### src/rtl/mc_control_fsm.sv
// mc_control_fsm: multicycle MIPS control sequencer; define MC_MEM_WAIT_EN to honour mem_ready wait states
module mc_control_fsm (
    input  logic       clk,
    input  logic       rst_n,
    input  logic [5:0] operation,
    input  logic [5:0] func,
    input  logic       zero,
    input  logic       mem_ready,
    output logic       mem_req,
    output logic       i_or_d,
    output logic       mem_we,
    output logic       ir_we,
    output logic       pc_we,
    output logic [1:0] pc_src,
    output logic       reg_we,
    output logic [1:0] reg_dst,
    output logic [1:0] mem_to_reg,
    output logic [1:0] alu_src_a,
    output logic [1:0] alu_src_b,
    output logic       imm_zext,
    output logic [2:0] alu_control,
    output logic       retire,
    output logic       illegal,
    output logic [3:0] state
);
    localparam logic [3:0] S_FETCH = 4'd0, S_DECODE = 4'd1, S_MEMADR = 4'd2, S_MEMRD = 4'd3,
                           S_MEMWB = 4'd4, S_MEMWR = 4'd5, S_RTEXEC = 4'd6, S_RTWB = 4'd7,
                           S_BRANCH = 4'd8, S_IEXEC = 4'd9, S_IWB = 4'd10, S_JUMP = 4'd11,
                           S_JR = 4'd12, S_JAL = 4'd13;
    localparam logic [5:0] OP_R = 6'b000000, OP_J = 6'b000010, OP_JAL = 6'b000011,
                           OP_BEQ = 6'b000100, OP_BNE = 6'b000101, OP_ADDI = 6'b001000,
                           OP_ANDI = 6'b001100, OP_ORI = 6'b001101, OP_LW = 6'b100011,
                           OP_SW = 6'b101011;
    localparam logic [5:0] F_JR = 6'b001000;
    localparam logic [2:0] A_AND = 3'b000, A_OR = 3'b001, A_ADD = 3'b010, A_SLL = 3'b011,
                           A_SRL = 3'b100, A_SRA = 3'b101, A_SUB = 3'b110, A_SLT = 3'b111;

    logic [3:0] r_state;
    logic [3:0] w_next;
    logic       w_ready;
    logic       w_rt_legal;
    logic       w_illegal;
    logic       w_shamt;
    logic [2:0] w_rt_alu;

`ifdef MC_MEM_WAIT_EN
    assign w_ready = mem_ready;
`else
    logic w_unused_ready;
    assign w_unused_ready = mem_ready;
    assign w_ready = 1'b1;
`endif

    // R-type function decode: legality and ALU operation (variable shifts share codes with shamt shifts)
    always_comb begin
        w_rt_legal = 1'b1;
        w_rt_alu   = A_ADD;
        case (func)
            6'b000000, 6'b000100: w_rt_alu = A_SLL;
            6'b000010, 6'b000110: w_rt_alu = A_SRL;
            6'b000011, 6'b000111: w_rt_alu = A_SRA;
            F_JR, 6'b100000:      w_rt_alu = A_ADD;
            6'b100010:            w_rt_alu = A_SUB;
            6'b100100:            w_rt_alu = A_AND;
            6'b100101:            w_rt_alu = A_OR;
            6'b101010:            w_rt_alu = A_SLT;
            default:              w_rt_legal = 1'b0;
        endcase
    end

    assign w_shamt   = func[5:2] == 4'b0000;
    assign w_illegal = (operation == OP_R) ? !w_rt_legal :
                       !(operation inside {OP_J, OP_JAL, OP_BEQ, OP_BNE, OP_ADDI, OP_ANDI, OP_ORI, OP_LW, OP_SW});
    assign state     = r_state;

    // Next-state selection; memory states hold until the access completes
    always_comb begin
        w_next = S_FETCH;
        case (r_state)
            S_FETCH:  w_next = w_ready ? S_DECODE : S_FETCH;
            S_DECODE: w_next = w_illegal ? S_FETCH :
                               (operation == OP_LW || operation == OP_SW) ? S_MEMADR :
                               (operation == OP_R) ? ((func == F_JR) ? S_JR : S_RTEXEC) :
                               (operation == OP_BEQ || operation == OP_BNE) ? S_BRANCH :
                               (operation == OP_J) ? S_JUMP :
                               (operation == OP_JAL) ? S_JAL : S_IEXEC;
            S_MEMADR: w_next = (operation == OP_LW) ? S_MEMRD : S_MEMWR;
            S_MEMRD:  w_next = w_ready ? S_MEMWB : S_MEMRD;
            S_MEMWR:  w_next = w_ready ? S_FETCH : S_MEMWR;
            S_RTEXEC: w_next = S_RTWB;
            S_IEXEC:  w_next = S_IWB;
            default:  w_next = S_FETCH;
        endcase
    end

    // State register; reset abandons any in-flight instruction
    always_ff @(posedge clk) begin
        if (!rst_n) r_state <= S_FETCH;
        else        r_state <= w_next;
    end

    // Datapath controls per state; write/strobe enables are suppressed while reset is held
    always_comb begin
        mem_req     = 1'b0;
        i_or_d      = 1'b0;
        mem_we      = 1'b0;
        ir_we       = 1'b0;
        pc_we       = 1'b0;
        pc_src      = 2'd0;
        reg_we      = 1'b0;
        reg_dst     = 2'd0;
        mem_to_reg  = 2'd0;
        alu_src_a   = 2'd0;
        alu_src_b   = 2'd0;
        imm_zext    = 1'b0;
        alu_control = A_AND;
        retire      = 1'b0;
        illegal     = 1'b0;
        case (r_state)
            S_FETCH: begin
                mem_req     = 1'b1;
                ir_we       = w_ready;
                pc_we       = w_ready;
                alu_src_b   = 2'd1;
                alu_control = A_ADD;
            end
            S_DECODE: begin
                alu_src_b   = 2'd3;
                alu_control = A_ADD;
                illegal     = w_illegal;
            end
            S_MEMADR: begin
                alu_src_a   = 2'd1;
                alu_src_b   = 2'd2;
                alu_control = A_ADD;
            end
            S_MEMRD: begin
                mem_req = 1'b1;
                i_or_d  = 1'b1;
            end
            S_MEMWB: begin
                reg_we     = 1'b1;
                mem_to_reg = 2'd1;
                retire     = 1'b1;
            end
            S_MEMWR: begin
                mem_req = 1'b1;
                i_or_d  = 1'b1;
                mem_we  = 1'b1;
                retire  = w_ready;
            end
            S_RTEXEC: begin
                alu_src_a   = w_shamt ? 2'd2 : 2'd1;
                alu_control = w_rt_alu;
            end
            S_RTWB: begin
                reg_we  = 1'b1;
                reg_dst = 2'd1;
                retire  = 1'b1;
            end
            S_BRANCH: begin
                alu_src_a   = 2'd1;
                alu_control = A_SUB;
                pc_src      = 2'd1;
                pc_we       = (operation == OP_BNE) ? !zero : zero;
                retire      = 1'b1;
            end
            S_IEXEC: begin
                alu_src_a   = 2'd1;
                alu_src_b   = 2'd2;
                alu_control = (operation == OP_ANDI) ? A_AND : (operation == OP_ORI) ? A_OR : A_ADD;
                imm_zext    = operation == OP_ANDI || operation == OP_ORI;
            end
            S_IWB: begin
                reg_we = 1'b1;
                retire = 1'b1;
            end
            S_JUMP: begin
                pc_we  = 1'b1;
                pc_src = 2'd2;
                retire = 1'b1;
            end
            S_JR: begin
                pc_we  = 1'b1;
                pc_src = 2'd3;
                retire = 1'b1;
            end
            S_JAL: begin
                pc_we      = 1'b1;
                pc_src     = 2'd2;
                reg_we     = 1'b1;
                reg_dst    = 2'd2;
                mem_to_reg = 2'd2;
                retire     = 1'b1;
            end
            default: ;
        endcase
        if (!rst_n) begin
            mem_req = 1'b0;
            mem_we  = 1'b0;
            ir_we   = 1'b0;
            pc_we   = 1'b0;
            reg_we  = 1'b0;
            retire  = 1'b0;
            illegal = 1'b0;
        end
    end
endmodule

### config.mk
export PLATFORM = sky130hd
export DESIGN_NAME = mc_control_fsm
export DESIGN_NICKNAME = d
export VERILOG_FILES = /design/src/rtl/mc_control_fsm.sv
export SDC_FILE = /design/constraint.sdc
export NUM_CORES = 1
export LEC_CHECK = 0
export CAP_MARGIN = 15
export CORE_MARGIN = 1.5
export CORE_UTILIZATION = 40
export CTS_BUF_LIST = sky130_fd_sc_hd__clkbuf_4
export DETAILED_ROUTE_END_ITERATION = 8
export PLACE_DENSITY = 0.8
export SLEW_MARGIN = 15
export SYNTH_ARGS = -nofsm -noshare
export SYNTH_HDL_FRONTEND = slang
export SYNTH_SLANG_ARGS = --single-unit
export TNS_END_PERCENT = 50
### constraint.sdc
create_clock -name clk -period 2.9 [get_ports clk]
set_clock_uncertainty 0.1 [all_clocks]
set_input_delay 0.58 -clock clk [delete_from_list [all_inputs] [get_ports clk]]
set_output_delay 0.58 -clock clk [all_outputs]
set_load 0.02 [all_outputs]
==> results of run 1 <==
## final timing paths
check        endpoint  slack, ps  depth (start not counted)
max reg2reg  state[2]       1260                          5
max          state[3]          3                         16
min          state[3]        610                          3
min reg2reg  state[3]        610                          3
## kinds of logic after synthesis
kind of cell / count (synthesis) / synth area share, %
AND/OR/NAND/NOR: 62 / 39.9
AO/OA/AOI/OAI: 38 / 35.6
buffers and inverters: 15 / 8.61
multiplexers: 3 / 4.30
flip-flops: 4 / 9.50
XOR/XNOR: 2 / 2.08
## power groups by stage
stage	clock, uW	combinational (uW)	sequential (uW)
5_1_grt	72.4	174	61.9
3_3_place_gp	0	152	61.9
2_1_floorplan	0	74.7	61.9
3_5_place_dp	0	156	62.0
4_1_cts	69.8	158	61.2
6_report	68.0	164	61.3
## cell usage after synthesis, types with 3 or more instances
master	instances	area [um^2]
inv_1	3	11.3
clkbuf_1	6	22.5
and2_1	3	18.8
o31ai_1	3	22.5
o21ai_0	3	15.0
dfxtp_1	4	80.1
nand2b_1	7	43.8
nor2_1	15	56.3
nand3_1	4	20.0
and3_1	3	18.8
nor3_1	4	20.0
buf_2	4	20.0
nand2_1	8	30.0
a21oi_1	8	40.0
nor2b_1	4	25.0
o2bb2ai_1	3	26.3
## final cells by class
cell class	count	area (um^2)	share of cell area, %
sequential	4	80.1	5.08
inverter	3	11.3	0.715
multi-input combinational	105	712	45.2
tap	27	33.8	2.14
clock buffer	3	22.5	1.43
timing repair buffer	79	716	45.4
## worst min-delay path: cells and delay by family, from the launching register on
| kind | cells | cell delay [ps] |
|---|---|---|
| AO/OA/AOI/OAI | 1 | 80 |
| flip-flops | 1 | 370 |
| AND/OR/NAND/NOR | 2 | 210 |
## cells in the final DEF, fill, tap and decap left out, types with 2 or more instances in the layout
cell type        instances
a21oi_1                  8
a22oi_1                  2
a31o_2                   2
and2_1                   3
and3_1                   3
buf_4                   38
buf_6                    2
clkbuf_4                 3
clkdlybuf4s15_1          2
clkdlybuf4s50_1         19
dfxtp_1                  4
dlygate4sd2_1            5
dlymetal6s2s_1          11
inv_1                    3
nand2_1                  8
nand2b_1                 7
nand3_1                  4
nand4_1                  2
nor2_1                  14
nor2b_1                  4
nor3_1                   4
nor3b_1                  2
o2111ai_1                2
o211ai_1                 2
o21ai_0                  3
o2bb2ai_1                3
o31ai_1                  3
or2_2                    2
xnor2_1                  2
## routing by layer
layer	wire (um)	share of wire, %
met1	1440	40
met2	1860	52
met3	230	6.4
met4	56	1.6
met5	0	0
## repair_timing
item / 4_1_cts / 5_1_grt
buffers inserted: 10 / 1
gates resized for setup: 17 / 19
endpoints found under the hold margin: 0 / 0
pin swaps: 1 / 4
setup endpoints to repair: 8 / 8
## metrics by stage
step / TNS [ps] / total power (uW) / instances
floorplan: 0 / 137 / 124
global placement: -1630 / 214 / 207
detailed placement: -1820 / 218 / 207
CTS: -160 / 289 / 220
global route: -48.4 / 308 / 221
finish: 0 / 293 / 221
==> results.toml, run 1 <==
[power_and_ir_drop]
power_density_nw_per_um2 = 186
peakVddDrop_v = 0.000223
netSwitchingPower_uw = 107
p_sw_share_pct = 36.4
leakagePower_uw = 0.000742
pwr-share-clk_pct = 23.2
p_comb_share_pct = 55.9
internal-power_uw = 186
pwr-share-seq_pct = 20.9

[finish]
syn_to_final_growth_pct = 86.8
final_core_util_pct = 79.5
diodes = 0
fillerInstances = 133
largest_reg_flops = 4
nNetsFinal = 212
drive_above_1_share_pct = 29.9
final_area_um2 = 1580

[synthesis]
synth_nets = 140
ys_ff_latch = 4
post_synth_instance_area_um2 = 843
avgSynthCellArea_um2 = 6.80
ys_warn_count = 0
synth.distinct_cells = 48
ys_seq_area_share_pct = 9.50
synth_ff_type = "dfxtp_1"
syn_inst = 124
synth_edf_count = 0
async_flop_share_pct = 0

[sta]
setup_slack_ps = 2.76
period_share_pct = 99.9
hold_ws_ps = 614
hold_viol_final = 0
rsz0062_at_grt = "yes"
tightest_slew_ps = 429
slew_viol_final = 0
clock.fmax_mhz = 345
maxSlewHeadroom_pct = 71.1
min_period_ps = 2900
setup_violations = 0

[global_route]
grt-ovfl-total = 0
grt_pass1_vias = 1242
grt_use_total_pct = 29.5
grt_use_met1_pct = 35.0
grt_max_degree = 17
antenna_found_initial = 0
use_met3_pct = 4.29
top_usage_layer = "met2"
grt_pass1_wl_um = 5670
use_met2_pct = 55.5

[placed_design]
dp_hpwl_um = 2460
portBuffers = 40
postPlaceCellArea_um2 = 1430
dp_slack_ps = -448
gp_congestion = 0.859

[floorplan]
die_area_um2 = 2390
design.core.area_um2 = 1980
chipHeight_um = 48.9
pin_count = 42
rows = 16
die_w_um = 48.9
start_util_pct = 42.6

[routing]
drt-initial-drc-count = 58
drt-total-wl_um = 3590
postRouteAntennaNets = 0
routedWlPerCell_um = 16.2
vias_per_cell = 5.93
drcViolationCount = 0
first_pass_iters = 4
via_count = 1310

[worst_setup_path]
cp.buffers_inverters = 12
critPathSlowestCell = "clkdlybuf4s50_1"
worstPathArrival_ps = 2960
endpoint_kind = "flip-flop"
critical_path_class = "input port to flip-flop"
crit_family = "buffers and inverters"
reg2reg_from = "state[1]"
max_stage_delay_ps = 420
critPathLaunchType = "input port"
cpMostUsedCell = "buf_4"
cp-startpoint = "func[4]"
cp_cell_sequence = "clkdlybuf4s50_1 -> or3_4 -> o211ai_1 -> buf_4 -> buf_4 -> buf_4 -> buf_4 -> buf_4 -> buf_4 -> buf_4 -> buf_4 -> buf_4 -> buf_4 -> buf_4 -> nand4_1 -> a21oi_1"
required_ps = 2960
cp_max_fo = 3

[run_status]
status = "finished, final reports clean"

[clock_tree]
clock_sink_count = 4
ctsRootBufferMaster = "clkbuf_4"
cts_hold_buf = 0
cts_tree = "built"
worstSkewPairLatency_ps = 230
clk_pin_slew_worst_paths_ps = 40
cts_buffers = 3
htreeDepth = 1
clockBufferDepth = 2

[flow_run]
drv_cap = 0

[worst_hold_path]
hp-class = "flip-flop to flip-flop"
holdCritStartpoint = "state[2]"
(Power assumes the default switching activity.)
==> run 2: changes to the inputs <==
Settings changed: CTS_CLUSTER_DIAMETER set to 80, SKIP_LAST_GASP set to 1.
==> results.toml, run 2 (synthesized netlist as in run 1, its figures left out) <==
[worst_setup_path]
r2r_end = "state[1]"
max_stage_delay_ps = 580
critPathSlowestCell = "clkdlybuf4s50_1"
reg2reg_from = "state[0]"
endpoint_kind = "flip-flop"
cp_cell_sequence = "clkdlybuf4s50_1 -> nor4_4 -> o211ai_1 -> buf_4 -> buf_4 -> buf_4 -> buf_4 -> buf_4 -> buf_4 -> buf_4 -> buf_4 -> buf_4 -> buf_4 -> buf_4 -> nand4_1 -> a21oi_1"
worstPathArrival_ps = 3090
critical_path_class = "input port to flip-flop"
reg2reg_slack_ps = 1290
cpMostUsedCell = "buf_4"
required_ps = 2900
critPathLaunchType = "input port"
cp_max_fo = 5
rr_worst_depth = 4

[floorplan]
pin_count = 42
design.core.area_um2 = 1980
rows = 16
start_util_pct = 42.6
die_area_um2 = 2390
chipHeight_um = 48.9
die_w_um = 48.9

[routing]
met1_length_um = 1470
wl_met2_um = 1810
postRouteAntennaNets = 0
via_count = 1287
maxUsedRoutingLayer = "met4"
first_pass_iters = 4
drt-total-wl_um = 3500
drcViolationCount = 0
drt-initial-drc-count = 50
vias_per_cell = 5.82
routedWlPerCell_um = 15.9
wl_met3_um = 181

[clock_tree]
cts_tree = "built"
htreeDepth = 1
ctsRootBufferMaster = "clkbuf_4"
clock_sink_count = 4
cts_buffers = 3
clockBufferDepth = 2
worstSkewPairLatency_ps = 230
clk_pin_slew_worst_paths_ps = 40

[finish]
largest_reg_flops = 4
nNetsFinal = 212
drive_above_1_share_pct = 29.9
layout.cells.most_common = "buf_4"
diodes = 0
fillerInstances = 125
syn_to_final_growth_pct = 87.7
instances_no_fill = 221
mostFrequentLayoutCells = "39 x buf_4, 26 x clkdlybuf4s50_1, 15 x nor2_1"

[worst_hold_path]
hp-class = "flip-flop to flip-flop"
holdCritStartpoint = "state[2]"
holdPathStages = 3
hold_path_end = "state[3]"

[power_and_ir_drop]
p_comb_share_pct = 56.0
pwr-share-clk_pct = 23.1
pwr-share-seq_pct = 20.9
internal-power_uw = 187
netSwitchingPower_uw = 106
power_density_nw_per_um2 = 185
p_sw_share_pct = 36.1
leakagePower_uw = 0.000721
peakVddDrop_v = 0.000230

[placed_design]
dp_slack_ps = -448
portBuffers = 40
place_inst = 207
dp_hpwl_um = 2460
gp_congestion = 0.859

[sta]
setup_violations = 3
hold_ws_ps = 618
rsz0062_at_grt = "yes"
period_share_pct = 106
clock.fmax_mhz = 324
min_period_ps = 3090
slew_viol_final = 0
tightest_slew_ps = 414
hold_viol_final = 0
maxSlewHeadroom_pct = 72.1
setup_slack_ps = -188

[global_route]
grt_max_degree = 17
grt_pass1_wl_um = 5640
grt_pass1_vias = 1266
grt_use_total_pct = 29.1
grt-ovfl-total = 0
antenna_found_initial = 0

[run_status]
violations = "negative setup slack"
status = "complete, but fails checks"

[flow_run]
drv_cap = 0
## run 2: cell count changes in the layout (fill, tap and decap cells not counted), sizes merged
cell,before,now
clkdlybuf4s50,19,26
clkdlybuf4s15,3,2
dlymetal6s2s,11,9
dlygate4sd2,5,2
buf,41,40
## run 2: per-layer routing
metal	vias to the layer above	track usage [%]
met4	0	7.14
met2	66	54.1
met1	609	34.6
met3	8	4.60
li1	604	-
met5	-	0
## run 2: cell type report
cell class / instances / area, um^2 / area share (%)
multi-input cells: 105 / 726 / 45.8
inverters: 3 / 11.3 / 0.711
flip-flops and latches: 4 / 80.1 / 5.06
clock buffers: 3 / 22.5 / 1.42
well taps: 27 / 33.8 / 2.13
repair buffers: 79 / 709 / 44.8
## run 2: what timing repair did
| action | in CTS | in global routing |
|---|---|---|
| hold endpoints to repair | 0 | 0 |
| setup endpoints to repair | 8 | 11 |
| pin swaps | 1 | 1 |
| buffers inserted | 10 | 1 |
| gates resized for setup | 9 | 18 |
| hold buffers | 0 | 0 |
## run 2: worst max-delay path: cells and delay by family
family,cells,cell delay [ps]
and+or+nand+nor,2,320
buffers and inverters,12,1950
AOI/OAI and AO/OA,2,230
## run 2: how the worst max path moves through the flow
stage	startpoint	slack (ps)	end
final	operation[5]	-190	state[3]
after global routing	operation[5]	-250	state[3]
after CTS	func[2]	-200	illegal
after detailed placement	func[2]	-450	illegal
after global placement	func[2]	-420	illegal
after floorplan	operation[1]	460	alu_control[0]
## run 2: power by group through the flow
stage | sequential, uW | combinational [uW] | clock (uW)
after global routing | 61.8 | 175 | 72.4
after floorplan | 61.9 | 74.7 | 0
after global placement | 61.9 | 152 | 0
after detailed placement | 62.0 | 156 | 0
after CTS | 61.2 | 157 | 69.8
final | 61.4 | 164 | 67.8
## run 2: per-stage QoR
stage               instance area, um^2  TNS (ps)  power [uW]  utilization, %
floorplan                           843         0         137               -
global placement                   1430     -1630         214            72.0
detailed placement                 1430     -1820         218            72.0
CTS                                1520      -830         288            76.8
global route                       1580      -881         309            79.9
finish                             1580      -499         293            79.9
==> run 3: changes to the inputs <==
Settings changed: ABC_AREA set to 0.
==> results of run 3 <==
Same layout as run 2: the final DEF is identical, and so are final timing and power.
